## config.mk

```make
export PLATFORM = sky130hd
export DESIGN_NAME = extractor_stream_arbiter
export DESIGN_NICKNAME = d
export VERILOG_FILES = /design/src/rtl/extractor_stream_arbiter.sv
export SDC_FILE = /design/constraint.sdc
export NUM_CORES = 1
export LEC_CHECK = 0
export CORE_AREA = 2 2 145 147
export DETAILED_ROUTE_END_ITERATION = 6
export DIE_AREA = 0 0 147 149
export PLACE_DENSITY = 0.58
export SKIP_CTS_REPAIR_TIMING = 1
export SYNTH_ARGS = -nofsm -noshare
export SYNTH_HDL_FRONTEND = slang
export SYNTH_SLANG_ARGS = --single-unit
```

## constraint.sdc

```tcl
create_clock -name clk -period 3.2 [get_ports clk]
set_input_delay 0.96 -clock clk [delete_from_list [all_inputs] [get_ports clk]]
set_output_delay 0.96 -clock clk [all_outputs]
set_load 0.02 [all_outputs]
```

## src/rtl/extractor_stream_arbiter.sv

```systemverilog
// Packet-atomic round-robin arbiter feeding a single message_extractor input.
// Optional macro ARB_TIMEOUT_EN adds an idle-beat timeout with packet abort and per-port flush.
module extractor_stream_arbiter #(
    parameter int NUM_PORTS      = 4,
    parameter int TIMEOUT_CYCLES = 256
) (
    input  logic                    clk,
    input  logic                    reset,
    input  logic [NUM_PORTS-1:0]    src_valid,
    input  logic [NUM_PORTS-1:0]    src_startofpacket,
    input  logic [NUM_PORTS-1:0]    src_endofpacket,
    input  logic [NUM_PORTS-1:0]    src_error,
    input  logic [3*NUM_PORTS-1:0]  src_empty,
    input  logic [64*NUM_PORTS-1:0] src_data,
    output logic [NUM_PORTS-1:0]    src_ready,
    output logic                    m_valid,
    output logic                    m_startofpacket,
    output logic                    m_endofpacket,
    output logic                    m_error,
    output logic [2:0]              m_empty,
    output logic [63:0]             m_data,
    input  logic                    m_ready,
    output logic [NUM_PORTS-1:0]    grant,
    output logic                    busy,
    output logic                    drop_pulse,
    output logic                    timeout_pulse
);

    localparam int IDX_W = $clog2(NUM_PORTS);
    localparam logic [1:0] S_IDLE = 2'd0;
    localparam logic [1:0] S_BUSY = 2'd1;
`ifdef ARB_TIMEOUT_EN
    localparam logic [1:0] S_ABORT = 2'd2;
    localparam int CNT_W = $clog2(TIMEOUT_CYCLES + 1);
`endif

    if (NUM_PORTS < 2 || NUM_PORTS > 8 || TIMEOUT_CYCLES < 1) begin : g_param_check
        $error("extractor_stream_arbiter: parameter out of range");
    end

    logic [1:0]           r_state;
    logic [NUM_PORTS-1:0] r_grant;
    logic [IDX_W-1:0]     r_gidx;
    logic [IDX_W-1:0]     r_last;

    logic [63:0]          w_data  [NUM_PORTS];
    logic [2:0]           w_empty [NUM_PORTS];
    logic                 w_sel_valid;
    logic                 w_sel_eop;
    logic                 w_xfer;
    logic [NUM_PORTS-1:0] w_cand;
    logic [NUM_PORTS-1:0] w_drop;
    logic [NUM_PORTS-1:0] w_flush_drop;
    logic [IDX_W:0]       w_try;
    logic [IDX_W-1:0]     w_win;
    logic                 w_win_found;
    logic                 w_timeout;

    for (genvar gi = 0; gi < NUM_PORTS; gi++) begin : g_unpack
        assign w_data[gi]  = src_data[64*gi +: 64];
        assign w_empty[gi] = src_empty[3*gi +: 3];
    end

    assign w_sel_valid = src_valid[r_gidx];
    assign w_sel_eop   = src_endofpacket[r_gidx];
    assign w_xfer      = (r_state == S_BUSY) && w_sel_valid && m_ready;
    assign w_cand      = src_valid & src_startofpacket;

    // Rotating search starting one past the last granted port.
    always_comb begin
        w_try       = '0;
        w_win       = '0;
        w_win_found = 1'b0;
        for (int k = 1; k <= NUM_PORTS; k++) begin
            w_try = {1'b0, r_last} + (IDX_W+1)'(k);
            if (w_try >= (IDX_W+1)'(NUM_PORTS)) begin
                w_try = w_try - (IDX_W+1)'(NUM_PORTS);
            end
            if (!w_win_found && w_cand[w_try[IDX_W-1:0]]) begin
                w_win       = w_try[IDX_W-1:0];
                w_win_found = 1'b1;
            end
        end
    end

`ifdef ARB_TIMEOUT_EN
    logic [CNT_W-1:0]     r_cnt;
    logic [NUM_PORTS-1:0] r_flush;

    assign w_flush_drop = r_flush & src_valid & ~src_startofpacket & ~r_grant;
    assign w_timeout    = !reset && (r_state == S_BUSY) && !w_sel_valid &&
                          (r_cnt == CNT_W'(TIMEOUT_CYCLES - 1));
`else
    assign w_flush_drop = '0;
    assign w_timeout    = 1'b0;
`endif

    always_comb begin
        m_valid         = 1'b0;
        m_startofpacket = 1'b0;
        m_endofpacket   = 1'b0;
        m_error         = 1'b0;
        m_empty         = '0;
        m_data          = '0;
        src_ready       = '0;
        w_drop          = '0;
        if (!reset) begin
            case (r_state)
                S_IDLE: begin
                    w_drop = src_valid & ~src_startofpacket;
                end
                S_BUSY: begin
                    m_valid         = w_sel_valid;
                    m_startofpacket = src_startofpacket[r_gidx];
                    m_endofpacket   = w_sel_eop;
                    m_error         = src_error[r_gidx];
                    m_empty         = w_empty[r_gidx];
                    m_data          = w_data[r_gidx];
                    src_ready       = r_grant & {NUM_PORTS{m_ready}};
                    w_drop          = w_flush_drop;
                end
`ifdef ARB_TIMEOUT_EN
                S_ABORT: begin
                    m_valid       = 1'b1;
                    m_endofpacket = 1'b1;
                    m_error       = 1'b1;
                    m_empty       = 3'd7;
                    w_drop        = w_flush_drop;
                end
`endif
                default: ;
            endcase
            src_ready = src_ready | w_drop;
        end
    end

    assign drop_pulse    = |w_drop;
    assign timeout_pulse = w_timeout;
    assign grant         = reset ? '0 : r_grant;
    assign busy          = !reset && (r_state != S_IDLE);

    always_ff @(posedge clk) begin
        if (reset) begin
            r_state <= S_IDLE;
            r_grant <= '0;
            r_gidx  <= '0;
            r_last  <= IDX_W'(NUM_PORTS - 1);
        end else begin
            case (r_state)
                S_IDLE: begin
                    if (w_win_found) begin
                        r_grant <= NUM_PORTS'(1) << w_win;
                        r_gidx  <= w_win;
                        r_state <= S_BUSY;
                    end
                end
                S_BUSY: begin
                    if (w_xfer && w_sel_eop) begin
                        r_last  <= r_gidx;
                        r_grant <= '0;
                        r_state <= S_IDLE;
                    end
`ifdef ARB_TIMEOUT_EN
                    else if (w_timeout) begin
                        r_state <= S_ABORT;
                    end
`endif
                end
`ifdef ARB_TIMEOUT_EN
                S_ABORT: begin
                    if (m_ready) begin
                        r_last  <= r_gidx;
                        r_grant <= '0;
                        r_state <= S_IDLE;
                    end
                end
`endif
                default: r_state <= S_IDLE;
            endcase
        end
    end

`ifdef ARB_TIMEOUT_EN
    // Counter restarts outside BUSY, so every grant begins with a fresh budget.
    always_ff @(posedge clk) begin
        if (reset) begin
            r_cnt   <= '0;
            r_flush <= '0;
        end else begin
            if (r_state != S_BUSY || w_xfer || w_timeout) begin
                r_cnt <= '0;
            end else if (!w_sel_valid) begin
                r_cnt <= r_cnt + CNT_W'(1);
            end
            for (int i = 0; i < NUM_PORTS; i++) begin
                if (src_valid[i] && src_startofpacket[i]) begin
                    r_flush[i] <= 1'b0;
                end else if (w_drop[i] && src_endofpacket[i]) begin
                    r_flush[i] <= 1'b0;
                end
            end
            if (r_state == S_ABORT && m_ready) begin
                r_flush[r_gidx] <= 1'b1;
            end
        end
    end
`endif

endmodule

```

### Yosys cells after proc, flatten, opt, wreduce, memory -nomap -nowiden

Index checks and enable logic that the tools add are counted.

| word-level totals | value |
|---|---|
| bits of input ports | 287 |
| output and inout bits | 82 |
| register bits | 10 |
| logic and storage cells | 110 |

| operators by class | value |
|---|---|
| shifts and indexed selects | 1 |
| equality and inequality tests | 3 |
| reduce and logical (&&, ||, !) cells | 19 |
| bitwise gates (word level) | 6 |
| mux-type cells | 59 |
| add/sub/neg operators | 8 |
| order comparisons | 10 |

Operators by type and width:

| kind | number |
|---|---|
| $mux W64 | 4 |
| $bmux W64 S2 | 1 |
| $mux W4 | 9 |
| $mux W1 | 20 |
| $mux W2 | 10 |
| $bmux W1 S2 | 8 |
| $ge A3 B3 Y1 const B | 5 |
| $lt A2 B3 Y1 const B | 5 |
| $and A4 B4 Y4 | 3 |
| $mux W3 | 4 |
| $pmux W4 S2 | 1 |
| $sub A2 B1 Y2 const B | 4 |
| $logic_and A1 B1 Y1 | 7 |
| $add A2 B2 Y3 const B | 2 |
| $bmux W3 S2 | 1 |
| $reduce_and A2 Y1 | 3 |
| $logic_not A1 Y1 | 4 |
| $not A4 Y4 | 1 |
| $or A4 B4 Y4 | 1 |
| $pmux W2 S2 | 1 |
| $reduce_bool A2 Y1 | 2 |
| $reduce_or A4 Y1 | 1 |
| $shl A1 B2 Y4 const A | 1 |
| $add A2 B1 Y3 const B | 1 |
| other kinds (7) | 7 |

### Logic depth before layout (Yosys ltp)

Gate-level depths: netlist of the first run.

| logic depth | value |
|---|---|
| depth after elaboration | 18 |
| gate-level depth with buffers | 5 |
| mapped depth without buffers | 4 |

### Worst setup path before layout of the first run

Ideal clock, no wire load.

| path | value |
|---|---|
| path type | input to output |
| start point | input reset |
| end point | output m_data[34] |
| arrival time | 2.129 ns |
| buffers on the path | 3 |
| required time | 2.240 ns |
| stages on the path | 5 |
| path slack | 0.111 ns |
| path through | clkbuf_1 -> nor2b_1 -> clkbuf_1 -> clkbuf_1 -> and2_1 |

| on the way | value |
|---|---|
| cells in the longest elaborated chain, start to end | 1 |

RTL lines:

| what | RTL line | text |
|---|---|---|
| start, declared | 8 | `input logic reset,` |
| $mux W64 | 107 | `if (!reset) begin` |
| end, declared | 21 | `output logic [63:0] m_data,` |

No other way between the ends.

### Worst setup path in the final report of the first run

| path | value |
|---|---|
| start point | input src_data[178] |
| end point | output m_data[50] |

| on the way | value |
|---|---|
| cells in the longest elaborated chain, start to end | 5 |

RTL lines:

| what | RTL line | text |
|---|---|---|
| start, declared | 14 | `input logic [64*NUM_PORTS-1:0] src_data,` |
| $bmux W64 S2 | 118 | `m_data = w_data[r_gidx];` |
| $mux W64 (not written as such) (2 in series) | 118 |  |
| $mux W64 | 108 | `case (r_state)` |
| $mux W64 | 107 |  |

No other way between the ends. The select of a mux whose other input is x is not followed.

==> flow_summary_export.csv, run 1 <==
group,metric,value,unit
outcome,run_status,"completed",
placement,dpl_cell_area,0.00692,sq mm
detailed_routing,met3RoutedLength,1180,microns
worst_setup_path,start_kind,"primary input",
worst_hold_path,timing.hold.worst_path_depth,1,
global_routing,global_route_wire_length_before_repair,23700,microns
worst_setup_path,timing.critical_path.cells,"clkdlybuf4s50_1, mux4_2, and2_1, dlymetal6s2s_1",
finish,fin_area,0.00707,sq mm
placement,place.detailed.hpwl,13800,microns
logic_synthesis,synth_area,0.00278,sq mm
power,power_frac_seq,0.096,
logic_synthesis,ys_top_cells_by_count,"sky130_fd_sc_hd__and2_1 (73), sky130_fd_sc_hd__mux4_2 (71), sky130_fd_sc_hd__clkbuf_1 (18), sky130_fd_sc_hd__dfxtp_1 (9), sky130_fd_sc_hd__nor2_1 (8)",
worst_setup_path,regToRegStartpoint,"r_gidx[0]$_SDFFE_PP0P_",
logic_synthesis,post_synth_num_cell_types,35,
worst_hold_path,worst_hold_path_type,"reg -> reg",
clocking,cts.clk_slew.worst_paths,40,ps
logic_synthesis,synth.area.top_cells,"sky130_fd_sc_hd__mux4_2 (57%), sky130_fd_sc_hd__and2_1 (16%), sky130_fd_sc_hd__dfxtp_1 (6.5%), sky130_fd_sc_hd__clkbuf_1 (2.4%), sky130_fd_sc_hd__buf_2 (1.3%)",
logic_synthesis,synth_area_leader_cell,"sky130_fd_sc_hd__mux4_2",
logic_synthesis,synth_seq_area_share,0.0647,
worst_hold_path,holdCritStartpoint,"r_grant[3]$_SDFFE_PP0P_",
logic_synthesis,synth-edff-count,0,
logic_synthesis,ys_ff_latch,9,
logic_synthesis,synth.top_cell.area_share,0.575,
clocking,cts_buf_count,3,
logic_synthesis,async_flop_share,0,
detailed_routing,postRouteAntennaNets,0,
worst_setup_path,critPathMaxFanout,1,
clocking,cts_root_buf,"sky130_fd_sc_hd__clkbuf_16",
global_routing,grt_max_degree,45,
logic_synthesis,synthesis.nets,531,
logic_synthesis,yosys_warnings,0,
clocking,clock-sinks,9,
power,power_frac_clock,0.161,
power,worst_supply_voltage_drop_on_vdd,0.249,mV
detailed_routing,drtIter0Drc,186,
floorplanning,count_of_pins_on_the_block_boundary,369,
worst_setup_path,critPathCaptureType,"output port",
floorplanning,core_region_area,0.0206,sq mm
detailed_routing,drcViolationCount,0,
worst_setup_path,crit-reg2reg-capture,"r_grant[1]$_SDFFE_PP0P_",
finish,layout-drive-gt1-share,0.227,
worst_setup_path,timing.critical_path.slowest_cell_delay,480,ps
finish,syn_to_final_growth,154,%
logic_synthesis,syn-mean-instance-area,11.4,sq um
clocking,cts_max_level,1,
placement,gp_routability_congestion,0.851,
power,power_switching,445,uW
sta,clock_skew_after_layout,3.53,ps
clocking,cts-root-to-sink-buffers,2,
worst_hold_path,holdPathEnd,"r_grant[3]$_SDFFE_PP0P_",
detailed_routing,wl_per_cell,19.3,microns
global_routing,grt_antenna_before_repair,3,
sta,shortest_period_the_worst_path_allows,3200,ps
clocking,worstSkewPairLatency,240,ps
power,power_report.internal_total,964,uW
sta,hold_viol,0,
worst_setup_path,rr_worst_depth,7,
sta,timing.fmax,313,MHz
detailed_routing,dr.pass1.iters,6,
clocking,cts_tree,"yes",
power,leakage_power_summed_over_all_cells,0.00335,uW
global_routing,grt-ovfl-total,0,
power,combinationalPowerShare,0.743,
power,switching_share,0.316,
finish,nets,901,
run,cap_violations,0,
logic_synthesis,synth.most_common_cell,"sky130_fd_sc_hd__and2_1",
finish,fillers,2063,
sta,crit_share_post_route,0.999,
logic_synthesis,most_instantiated_flip_flop_cell_in_the_synthesis_netlist,"sky130_fd_sc_hd__dfxtp_1",
logic_synthesis,postSynthCellCount,244,
floorplanning,die-width,147,microns
sta,timing_max_transition_violations_final,0,
floorplanning,die_area,0.0219,sq mm
global_routing,first_global_vias,3969,
sta,finalHoldWorstSlack,513,ps
detailed_routing,topRoutingLayerUsed,"met5",
worst_setup_path,data_required_time_of_the_worst_path,2240,ps
worst_setup_path,criticalPathCategory,"in -> out",
floorplanning,start_util,0.135,
floorplanning,rows,53,
placement,port-buffer-count,367,
detailed_routing,vias,3880,
detailed_routing,vias_per_cell,4.36,
detailed_routing,route.layer.met1.wl,6830,microns
sta,setup-tns-final,0,ps
sta,setup_viol,0,
global_routing,grtUsageTotal,0.138,
floorplanning,die_height,149,microns
power,p_per_area,199,mW/mm^2
worst_setup_path,reg2reg_setup_slack,1140,ps
detailed_routing,wl_met2,8850,microns
finish,finish.utilization,0.344,
worst_setup_path,cpLargestDelayFamily,"buffers and inverters",
worst_setup_path,cpMaxStageDelayCell,"sky130_fd_sc_hd__mux4_2",
detailed_routing,totalWireLength,17200,microns
worst_setup_path,worstPathArrival,2240,ps
worst_setup_path,timing.critical_path.buf_inv,2,
## metal layers
layer | up-vias | track usage
li1 | 1723 | -
met1 | 1937 | 0.163
met2 | 191 | 0.252
met3 | 25 | 0.0346
met4 | 4 | 0.0351
met5 | - | 0
## stage by stage
stage / total power, uW / cells / setup slack, ps
floorplan: 612 / 244 / 111
detailed placement: 1200 / 880 / -419
finish: 1410 / 889 / 3.46
global route: 1490 / 889 / -3.55
CTS: 1440 / 884 / -424
global placement: 1190 / 880 / -414
## registers in the layout, indices dropped and copies added, names as in the netlist
signal / flops
r_grant: 4
r_last: 2
r_gidx: 2
r_state: 1
## final cells by class
class | count | area (sq um) | area share
antenna | 1 | 2.50 | 0.000354
clock buffer | 4 | 78.8 | 0.0112
inverter | 5 | 18.8 | 0.00266
tap | 275 | 344 | 0.0487
multi-input combinational | 202 | 2470 | 0.349
timing repair buffer | 393 | 3970 | 0.562
sequential | 9 | 188 | 0.0266
## placed cells by master, fill, tap and decap left out, types with 2 or more instances in the layout
master                            Yosys  routed
sky130_fd_sc_hd__dfxtp_4              0       2
sky130_fd_sc_hd__nand2_1              4       4
sky130_fd_sc_hd__nand4b_1             2       2
sky130_fd_sc_hd__buf_4                1      24
sky130_fd_sc_hd__mux4_2              71      71
sky130_fd_sc_hd__o31a_1               2       2
sky130_fd_sc_hd__clkbuf_2             0      24
sky130_fd_sc_hd__clkbuf_16            0       4
sky130_fd_sc_hd__nor3_1               3       3
sky130_fd_sc_hd__a21oi_1              3       3
sky130_fd_sc_hd__a22o_1               2       2
sky130_fd_sc_hd__a32o_1               2       2
sky130_fd_sc_hd__a31oi_1              2       2
sky130_fd_sc_hd__inv_1                5       5
sky130_fd_sc_hd__dlymetal6s2s_1       0      58
sky130_fd_sc_hd__o22ai_1              2       2
sky130_fd_sc_hd__nand3_1              5       5
sky130_fd_sc_hd__and3_1               3       3
sky130_fd_sc_hd__clkdlybuf4s50_1      0     278
sky130_fd_sc_hd__nor2_1               8       8
sky130_fd_sc_hd__buf_12               0       6
sky130_fd_sc_hd__and2_1              73      72
sky130_fd_sc_hd__dfxtp_1              9       7
sky130_fd_sc_hd__nor2b_1              5       4
## worst max path at each step
stage | startpoint | endpoint | cells after the start | slack [ps]
6_report | src_data[178] | m_data[50] | 4 | 3
5_1_grt | src_data[208] | m_data[16] | 4 | -4
4_1_cts | src_empty[4] | m_empty[1] | 4 | -420
3_5_place_dp | src_empty[4] | m_empty[1] | 4 | -420
3_3_place_gp | src_empty[4] | m_empty[1] | 4 | -410
2_1_floorplan | reset | m_data[34] | 5 | 110
## worst register-to-register path, cell delays in order (launching register included)
cell                      delay (ps)
sky130_fd_sc_hd__dfxtp_4         360
sky130_fd_sc_hd__buf_12          320
sky130_fd_sc_hd__mux4_2          570
sky130_fd_sc_hd__buf_4           150
sky130_fd_sc_hd__buf_4           130
sky130_fd_sc_hd__nand4_4         130
sky130_fd_sc_hd__and3_1          200
sky130_fd_sc_hd__a32o_1          130
## power by group through the flow
stage / clock network, uW / logic, uW / registers [uW]
floorplan: 0 / 483 / 129
global placement: 0 / 1050 / 137
detailed placement: 0 / 1070 / 137
CTS: 228 / 1070 / 135
global route: 236 / 1110 / 137
finish: 226 / 1050 / 135
## kinds of logic (layout without fill, tap and decap cells)
group	count (synthesis)	in the layout	share of synthesized area
buf+inv	33	402	0.0544
mux	71	71	0.575
other cells	1	2	0.00135
simple gates	107	107	0.234
flops	9	9	0.0647
compound gates	23	23	0.0706
(Power assumes the default switching activity.)
==> inputs of run 2 (changes only) <==
CORE_AREA = 2 2 141 143   (was 2 2 145 147)
DIE_AREA = 0 0 143 145   (was 0 0 147 149)
PLACE_DENSITY = 0.61   (was 0.58)
==> run 2 against run 1 <==
Effect of this change: combinational power fell by 4%; sequential power barely moved; total power fell by 3.1%; critical path depth did not move; largest cell class unchanged; via count fell by 3.3%; non-clock buffer count fell by 4; first-iteration DRC count fell by 48%.
==> flow_summary_export.csv, run 2 (synthesized netlist as in run 1, its figures left out) <==
group,metric,value,unit
outcome,run_status,"completed",
power,p_per_area,204,mW/mm^2
clocking,cts-root-to-sink-buffers,2,
finish,fin_cells,875,
detailed_routing,dr.pass1.iters,4,
sta,timing_max_transition_violations_final,0,
floorplanning,rows,51,
detailed_routing,vias,3751,
worst_setup_path,critPathCaptureType,"output port",
sta,grt_setup_unrepaired,"true",
placement,dpl_cell_area,0.00692,sq mm
worst_setup_path,rr_worst_depth,6,
floorplanning,die_height,145,microns
finish,nets,897,
power,worst_supply_voltage_drop_on_vdd,0.149,mV
worst_hold_path,timing.hold.worst_path_depth,1,
floorplanning,start_util,0.145,
detailed_routing,drtIter0Drc,97,
placement,post-place-cells,870,
detailed_routing,totalWireLength,16500,microns
clocking,clock-sinks,9,
worst_setup_path,cpMaxStageDelayCell,"sky130_fd_sc_hd__mux4_2",
finish,largest_register_ff_count,4,
global_routing,first_global_vias,4098,
run,cap_violations,0,
placement,place.detailed.hpwl,13900,microns
clocking,cts.clk_slew.worst_paths,40,ps
sta,setup_viol,0,
finish,biggestRegsByFlops,"r_grant (4), r_gidx (2), r_last (2)",
worst_setup_path,worstSetupStartpoint,"src_empty[9]",
global_routing,grtUsageTotal,0.147,
placement,gp_routability_congestion,0.937,
clocking,cts_buf_count,3,
worst_setup_path,timing.critical_path.slowest_cell_delay,480,ps
floorplanning,die-width,143,microns
detailed_routing,vias_per_cell,4.29,
clocking,cts_tree,"yes",
worst_setup_path,start_kind,"primary input",
worst_setup_path,data_required_time_of_the_worst_path,2240,ps
finish,final_cell_mix,"sky130_fd_sc_hd__clkdlybuf4s50_1 (278), sky130_fd_sc_hd__mux4_2 (71), sky130_fd_sc_hd__and2_1 (71), sky130_fd_sc_hd__clkbuf_2 (70), sky130_fd_sc_hd__dlymetal6s2s_1 (17)",
detailed_routing,drcViolationCount,0,
finish,syn_to_final_growth,141,%
clocking,cts_max_level,1,
global_routing,grt-ovfl-total,0,
sta,final.setup.worst_slack,33.2,ps
worst_setup_path,timing.critical_path.cells,"clkdlybuf4s50_1, mux4_2, and2_1, clkbuf_2",
sta,finalHoldWorstSlack,519,ps
sta,clock_skew_after_layout,3.43,ps
sta,timing.fmax,316,MHz
detailed_routing,postRouteAntennaNets,0,
finish,fin_area,0.00670,sq mm
worst_setup_path,timing.critical_path.depth,4,
floorplanning,core_region_area,0.0192,sq mm
power,leakage_power_summed_over_all_cells,0.00272,uW
worst_setup_path,criticalPathCategory,"in -> out",
floorplanning,count_of_pins_on_the_block_boundary,369,
sta,hold_viol,0,
worst_setup_path,reg2reg_setup_slack,1360,ps
floorplanning,die_area,0.0207,sq mm
worst_setup_path,regToRegStartpoint,"r_gidx[1]$_SDFFE_PP0P_",
global_routing,grt_max_degree,42,
sta,setup-tns-final,0,ps
sta,crit_share_post_route,0.990,
worst_setup_path,crit-reg2reg-capture,"r_grant[3]$_SDFFE_PP0P_",
detailed_routing,wl_per_cell,18.8,microns
worst_setup_path,worstPathArrival,2210,ps
clocking,worstSkewPairLatency,240,ps
worst_setup_path,capturing_element_of_the_worst_setup_path,"m_empty[0]",
placement,port-buffer-count,367,
worst_setup_path,critPathMaxFanout,1,
clocking,cts_root_buf,"sky130_fd_sc_hd__clkbuf_16",
finish,top_register,"r_grant",
global_routing,grt_antenna_before_repair,1,
global_routing,global_route_wire_length_before_repair,23900,microns
worst_setup_path,timing.critical_path.buf_inv,2,
finish,mostFrequentLayoutCell,"sky130_fd_sc_hd__clkdlybuf4s50_1",
sta,shortest_period_the_worst_path_allows,3170,ps
finish,layout-drive-gt1-share,0.289,
worst_setup_path,cpLargestDelayFamily,"buffers and inverters",
placement,detailedPlace.worstSlack,-399,ps
worst_hold_path,worst_hold_path_type,"reg -> reg",
## run 2: cell types whose count changed in the layout (fill, tap and decap cells not counted)
cell | previous run | this run
sky130_fd_sc_hd__and2_1 | 72 | 71
sky130_fd_sc_hd__and2_4 | 1 | 2
sky130_fd_sc_hd__buf_12 | 6 | 7
sky130_fd_sc_hd__buf_2 | 1 | 0
sky130_fd_sc_hd__buf_4 | 24 | 15
sky130_fd_sc_hd__buf_6 | 1 | 2
sky130_fd_sc_hd__clkbuf_16 | 4 | 3
sky130_fd_sc_hd__clkbuf_2 | 24 | 70
sky130_fd_sc_hd__dlymetal6s2s_1 | 58 | 17
sky130_fd_sc_hd__nor3b_1 | 1 | 2
sky130_fd_sc_hd__nor3b_2 | 1 | 0
## run 2: worst reg2reg max path, stage by stage, from the launching register on
cell and delay, ps:
sky130_fd_sc_hd__dfxtp_4 360, sky130_fd_sc_hd__buf_12 240, sky130_fd_sc_hd__mux4_2 580, sky130_fd_sc_hd__buf_4 160, sky130_fd_sc_hd__nand4_4 130, sky130_fd_sc_hd__and3_1 200, sky130_fd_sc_hd__a32o_1 120
## run 2: worst min-delay path by stage
stage | slack [ps] | endpoint | start
floorplan | 460 | r_grant[1]$_SDFFE_PP0P_ | r_grant[1]$_SDFFE_PP0P_
global placement | 510 | r_grant[1]$_SDFFE_PP0P_ | r_grant[1]$_SDFFE_PP0P_
detailed placement | 510 | r_grant[1]$_SDFFE_PP0P_ | r_grant[1]$_SDFFE_PP0P_
CTS | 530 | r_grant[1]$_SDFFE_PP0P_ | r_grant[1]$_SDFFE_PP0P_
global route | 550 | r_grant[3]$_SDFFE_PP0P_ | r_grant[3]$_SDFFE_PP0P_
finish | 520 | r_grant[3]$_SDFFE_PP0P_ | r_grant[3]$_SDFFE_PP0P_
## run 2: area by class of cell
cell class	count	area (sq um)
fill	1921	12500
timing repair buffer	389	3620
multi-input combinational	202	2460
tap	265	332
sequential	9	188
clock buffer	4	78.8
inverter	5	18.8
antenna	1	2.50
## run 2: report_power, final
part,switching (uW),internal (uW)
clock,59.0,167
combinational,362,645
sequential,10.2,122
total,431,934
## run 2: metal layers
layer | global-route usage | vias up | part of all wire
met5 | 0 | - | 0
met4 | 0.0287 | 0 | 0.013
met3 | 0.0284 | 14 | 0.073
met2 | 0.283 | 196 | 0.54
met1 | 0.166 | 1824 | 0.38
li1 | - | 1717 | -
## run 2: metrics by stage
step / power, uW / utilization
6_report: 1360 / 0.349
5_1_grt: 1440 / 0.349
4_1_cts: 1440 / 0.364
3_5_place_dp: 1200 / 0.360
3_3_place_gp: 1190 / 0.360
2_1_floorplan: 612 / -
